File: src/rtl/id_ex_operand_stage.sv
// id_ex_operand_stage: ID/EX register with EX/MEM and MEM/WB operand forwarding, stall refresh and illegal-opcode flag
module id_ex_operand_stage #(
  parameter int DW = 16,
  parameter int RW = 3
) (
  input  logic          clk,
  input  logic          rst,
  input  logic          stall,
  input  logic          flush,
  input  logic          id_valid,
  input  logic [DW-1:0] id_rs_data,
  input  logic [DW-1:0] id_rt_data,
  input  logic [DW-1:0] id_imm,
  input  logic          id_use_imm,
  input  logic [RW-1:0] id_rs,
  input  logic [RW-1:0] id_rt,
  input  logic [RW-1:0] id_rd,
  input  logic          id_reg_write,
  input  logic [4:0]    id_alu_op,
  input  logic          id_inv_a,
  input  logic          id_inv_b,
  input  logic          id_cin,
  input  logic          id_sign,
  input  logic          exmem_reg_write,
  input  logic          exmem_valid,
  input  logic [RW-1:0] exmem_rd,
  input  logic [DW-1:0] exmem_result,
  input  logic          memwb_reg_write,
  input  logic          memwb_valid,
  input  logic [RW-1:0] memwb_rd,
  input  logic [DW-1:0] memwb_result,
  output logic          ex_valid,
  output logic [DW-1:0] alu_a,
  output logic [DW-1:0] alu_b,
  output logic [4:0]    alu_op,
  output logic          alu_inv_a,
  output logic          alu_inv_b,
  output logic          alu_cin,
  output logic          alu_sign,
  output logic [RW-1:0] ex_rd,
  output logic          ex_reg_write,
  output logic          ex_op_err,
  output logic [1:0]    fwd_a_sel,
  output logic [1:0]    fwd_b_sel
);
  logic          v, use_imm_q, rw_q, err_q, inv_a_q, inv_b_q, cin_q, sign_q;
  logic [RW-1:0] rs_q, rt_q, rd_q;
  logic [DW-1:0] a_q, b_q;
  logic [4:0]    op_q;
  logic          hit_ea, hit_wa, hit_eb, hit_wb, illegal;
  // operand forwarding from the registered indices; EX/MEM beats MEM/WB, immediates never forward
  always_comb begin
    hit_ea    = exmem_valid & exmem_reg_write & (exmem_rd == rs_q);
    hit_wa    = memwb_valid & memwb_reg_write & (memwb_rd == rs_q);
    hit_eb    = ~use_imm_q & exmem_valid & exmem_reg_write & (exmem_rd == rt_q);
    hit_wb    = ~use_imm_q & memwb_valid & memwb_reg_write & (memwb_rd == rt_q);
    fwd_a_sel = hit_ea ? 2'b01 : hit_wa ? 2'b10 : 2'b00;
    fwd_b_sel = hit_eb ? 2'b01 : hit_wb ? 2'b10 : 2'b00;
    alu_a     = hit_ea ? exmem_result : hit_wa ? memwb_result : a_q;
    alu_b     = hit_eb ? exmem_result : hit_wb ? memwb_result : b_q;
    illegal   = id_alu_op[4] & (|id_alu_op[3:0]);
  end
  // stage register: reset, then flush (bubble), then stall (hold but capture forwarded operands), else load
  always_ff @(posedge clk) begin
    if (rst) begin
      v         <= 1'b0;
      rs_q      <= '0;
      rt_q      <= '0;
      a_q       <= '0;
      b_q       <= '0;
      use_imm_q <= 1'b0;
      op_q      <= '0;
      inv_a_q   <= 1'b0;
      inv_b_q   <= 1'b0;
      cin_q     <= 1'b0;
      sign_q    <= 1'b0;
      rd_q      <= '0;
      rw_q      <= 1'b0;
      err_q     <= 1'b0;
    end else if (flush) begin
      v     <= 1'b0;
      rw_q  <= 1'b0;
      err_q <= 1'b0;
    end else if (stall) begin
      a_q <= alu_a;
      b_q <= alu_b;
    end else begin
      v         <= id_valid;
      rs_q      <= id_rs;
      rt_q      <= id_rt;
      a_q       <= id_rs_data;
      b_q       <= id_use_imm ? id_imm : id_rt_data;
      use_imm_q <= id_use_imm;
      op_q      <= id_alu_op;
      inv_a_q   <= id_inv_a;
      inv_b_q   <= id_inv_b;
      cin_q     <= id_cin;
      sign_q    <= id_sign;
      rd_q      <= id_rd;
      rw_q      <= id_reg_write & id_valid;
      err_q     <= illegal & id_valid;
    end
  end
  assign ex_valid     = v;
  assign alu_op       = op_q;
  assign alu_inv_a    = inv_a_q;
  assign alu_inv_b    = inv_b_q;
  assign alu_cin      = cin_q;
  assign alu_sign     = sign_q;
  assign ex_rd        = rd_q;
  assign ex_reg_write = rw_q;
  assign ex_op_err    = err_q;
endmodule

File: config.mk
export PLATFORM = sky130hd
export DESIGN_NAME = id_ex_operand_stage
export DESIGN_NICKNAME = d
export VERILOG_FILES = /design/src/rtl/id_ex_operand_stage.sv
export SDC_FILE = /design/constraint.sdc
export NUM_CORES = 1
export LEC_CHECK = 0
export ABC_CLOCK_PERIOD_IN_PS = 2850
export CAP_MARGIN = 40
export CORE_MARGIN = 2
export CORE_UTILIZATION = 44
export CTS_CLUSTER_SIZE = 40
export DETAILED_ROUTE_END_ITERATION = 6
export PLACE_DENSITY = 0.86
export SLEW_MARGIN = 25
export SYNTH_ARGS = -nofsm -noshare
export SYNTH_HDL_FRONTEND = slang
export SYNTH_SLANG_ARGS = --single-unit
File: constraint.sdc
create_clock -name clk -period 2.85 [get_ports clk]
set_input_delay 0.285 -clock clk [delete_from_list [all_inputs] [get_ports clk]]
set_output_delay 0.285 -clock clk [all_outputs]
set_load 0.02 [all_outputs]
# After elaboration in Yosys (flattened, before gate mapping)
# Index checks and enable logic that the tools add are counted.
# op_classes
bitwise,16
mux,11
n_eq_ne,4
reduce_logical,3
# ops
operator,count
two-way mux 16 bit,7
AND 1 bit,13
equality test 3 bit,4
two-way mux 2 bit,4
OR reduction 4 bit,1
inverter 1 bit,3
AND reduction 2 bit,1
OR reduction 2 bit,1
# word_totals
input_bits,115
register_bits,54
out_inout_bits,51

# Depth between registers and ports, before layout
# logic_depth
word_depth,7
depth_mapped,7
ltp_nobuf,5

# Least setup slack after synthesis
# No wires, ideal clock.
# synth_path
path_kind,flip-flop to output port
startpoint,register rs_q[0]
endpoint,output alu_a[11]
n_path_buf,2
arrival_ns,1.740
path_stages_with_launch,7
setup_slack_ns,0.825
t_required_ns,2.565
path_cell_list,dfxtp_1 xnor2_2 or4b_1 buf_6 buf_8 a221oi_2 nor2_1
# synth_between
elab_chain_cells,4
elab_cells_between_ends,6
# synth_lines
item,line_no,source
from (decl),47,"logic [RW-1:0] rs_q, rt_q, rd_q;"
from (signal assigned),89,rs_q <= id_rs;
equality test 3 bit,54,hit_wa = memwb_valid & memwb_reg_write & (memwb_rd == rs_q);
AND 1 bit,54,
two-way mux 16 bit,59,alu_a = hit_ea ? exmem_result : hit_wa ? memwb_result : a_q;
two-way mux 16 bit (*),59,
to (decl),33,"output logic [DW-1:0] alu_a,"
# Every way passes the cells marked *; elsewhere a longest branch is shown, timed or not.

# Final worst setup path
# layout_path
startpoint,input memwb_rd[0]
endpoint,output alu_b[5]
# layout_between
elab_chain_cells,4
# layout_lines
item,line_no,source
from (decl),30,"input logic [RW-1:0] memwb_rd,"
equality test 3 bit,56,hit_wb = ~use_imm_q & memwb_valid & memwb_reg_write & (memwb_rd == rt_q);
AND 1 bit,56,
two-way mux 16 bit (2 in a row),60,alu_b = hit_eb ? exmem_result : hit_wb ? memwb_result : b_q;
to (decl),34,"output logic [DW-1:0] alu_b,"
# Every way passes these cells.

==> results.md <==
* Status: complete, no violations
* Unique masters post-synth at 39
* CTS Buffer Depth at 2
* Die area at 0.00847 mm^2
* Relative slew slack at 0.536
* Max Slew Vio Count at 0
* WL/cell at 18.7 um
* Fin. Hold Viols at 0
* Final core occ at 0.703
* Fin crit share at 0.974
* Via count at 3,941
* CP max FO at 13
* Main flop type after synthesis: dfxtp_1
* Dpl cell area at 0.00523 mm^2
* Std-Cell Rows at 32
* CTS tree: done
* Total GRT Usage at 0.293
* Pre-CTS setup slack at -220 ps
* Unrepaired setup endpoints after global routing: yes
* Final setup viols at 0
* Register-to-Register Path Depth at 5
* I/O Pins at 166
* Worst Hold Class: flop to flop
* Initial antenna violation count at 0
* H-Tree Depth at 2
* Power density over the cells at 361 mW/mm^2
* DR pass1 iterations at 4
* Syn_nets at 520
* LEAKAGE at 0.00211 uW
* F_max at 0.360 GHz
* Setup Skew at 13.3 ps
* Routability Congestion at 0.876
* Reg clk slew, reported paths at 90 ps
* Final wirelength at 12,600 um
* Area of the multi-input gates at 0.00214 mm^2
* Diodes inserted at 0
* Top-area cell type share of the netlist area at 0.317
* Register area share after synthesis at 0.317
* Setup TNS at 0 ps
* Inst Count DP at 666
* Drc violations at 0
* EDFF count, synth at 0
* Layout cell share with drive strength beyond 1 at 0.166
* Reg-to-reg setup timing slack at 890 ps
* Clk_lat worst skew at 310 ps
* Initial DRC count at 238
* CTS Buf Count at 5
* Worst Hold Endpoint: alu_cin
* Die width at 92.0 um
* Reg-to-reg critical path startpoint: rs_q[1]
* #FFs+latches synth at 54
* Vias in the first global route at 4,204
* Yosys top cell by area: dfxtp_1
* Post-route ant nets at 0
* Final WS setup at 73.7 ps
* Top post-synthesis cells by area: dfxtp_1, nor2_1, a221oi_2, a22oi_1, nand2_1
* Most frequent cells after synthesis: nor2_1, dfxtp_1, nand2_1, a22oi_1, a21oi_1
* WP data required at 2570 ps
* Setup crit end kind: primary output
* Core area at 0.00761 mm^2
* CTS Sinks at 54
* Pin count of the biggest net entering global routing at 33
* Die H at 92.0 um
* Hold_sp: alu_cin
* Syn. warnings at 0
* Critical path class: primary input to primary output
* Syn Inst Count at 405
* Fillers at 626
* Reg-to-reg endpoint: a_q[0]
* Total grt overflow at 0
* CP Launch Type: primary input
* Hold buffers post-CTS at 0
* Clk root buf: clkbuf_8
* Worst vdd ir at 0.204 mV
* Final nets at 686
* P&R area growth vs syn at 57.0%
* Cell Count, Final, Fillers Out at 674
* Most frequent cell after synthesis: nor2_1
* CP Data Arrival Time at 2490 ps
* Sequential Area at 0.00108 mm^2
* Period minus WS final at 2780 ps
* Post-detail-place hpwl at 9360 um
* Hold-critical path depth at 2
* Syn Area/Cell at 8.42 um^2
* Vias/cell at 5.85
* Max-Cap Viols at 0
* Mapped cell area at 0.00341 mm^2
* FFs w/ async S/R, synth at 0
* Slew @ Worst Pin at 694 ps
* Initial Util at 0.448
* Design Area, Final at 0.00535 mm^2
* First-pass GRT wire length at 19,900 um
* IO buf count at 165
## how the worst max path moves through the flow
stage / from / to / slack (ps) / cells past startpoint
after floorplan: rs_q[0] / alu_a[11] / 820 / 6
after global placement: memwb_rd[0] / alu_b[15] / -110 / 7
after detailed placement: memwb_rd[0] / alu_b[5] / -220 / 7
after CTS: memwb_rd[1] / alu_a[10] / -50 / 7
after global routing: memwb_rd[1] / alu_a[0] / -3 / 7
final: memwb_rd[0] / alu_b[5] / 70 / 7
## logic make-up (layout without fill, tap and decap cells)
kind of cell,after synthesis,in the layout,share of synthesized area
muxes,16,16,0.0517
DFF,54,54,0.317
and+or+nand+nor,163,163,0.230
xor gates and xnor gates,12,12,0.0330
buffers and inverters,42,209,0.0767
AOI/OAI and AO/OA,118,118,0.291
## power breakdown
group          switching, uW  internal [uW]
combinational            317            342
sequential              29.0            795
clock                    254            197
## cell type report
type,count,share of cell area
Multi-Input combinational cell,309,0.400
Timing Repair Buffer,199,0.354
Sequential cell,54,0.202
Tap cell,102,0.0238
Clock buffer,7,0.0161
Inverter,2,0.00281
Clock inverter,1,0.000935
## per-layer routing
layer / routed length, um / GRT usage
met5: 0 / 0
met3: 1110 / 0.0666
met1: 4770 / 0.328
met2: 6400 / 0.539
met4: 315 / 0.108
## worst max-delay path, stage by stage
cell,delay [ps]
clkdlybuf4s50_1,470
xor2_1,180
or4_1,530
buf_4,240
a221oi_2,370
nor2_1,80
dlygate4sd2_1,330
## sequential cells by signal, summed over array words and instances (netlist names)
signal,count
a_q,16
b_q,16
alu_op,5
ex_rd,3
rs_q,3
rt_q,3
alu_cin,1
alu_inv_a,1
alu_inv_b,1
alu_sign,1
ex_op_err,1
ex_reg_write,1
ex_valid,1
use_imm_q,1
## per-stage QoR
stage / hold slack (ps) / power [uW]
floorplan: 416 / 1150
global placement: 440 / 1500
detailed placement: 447 / 1510
CTS: 460 / 1930
global route: 486 / 2010
finish: 458 / 1930
## cells in the final DEF, fill, tap and decap left out, types with 8 or more instances in the layout
| cell type | n |
|---|---|
| o32ai_1 | 12 |
| and3_1 | 10 |
| buf_4 | 32 |
| nor4b_1 | 16 |
| nor2_1 | 72 |
| a221oi_2 | 29 |
| mux2_2 | 13 |
| a21oi_1 | 24 |
| clkdlybuf4s50_1 | 133 |
| o31ai_1 | 20 |
| a22oi_1 | 30 |
| dfxtp_1 | 54 |
| nand2_1 | 41 |
| xor2_1 | 8 |
| dlygate4sd2_1 | 31 |
## timing repair
item	4_1_cts	5_1_grt
buffers inserted	0	0
gates resized for setup	38	5
endpoints found under the setup margin	32	7
(Power assumes the default switching activity.)
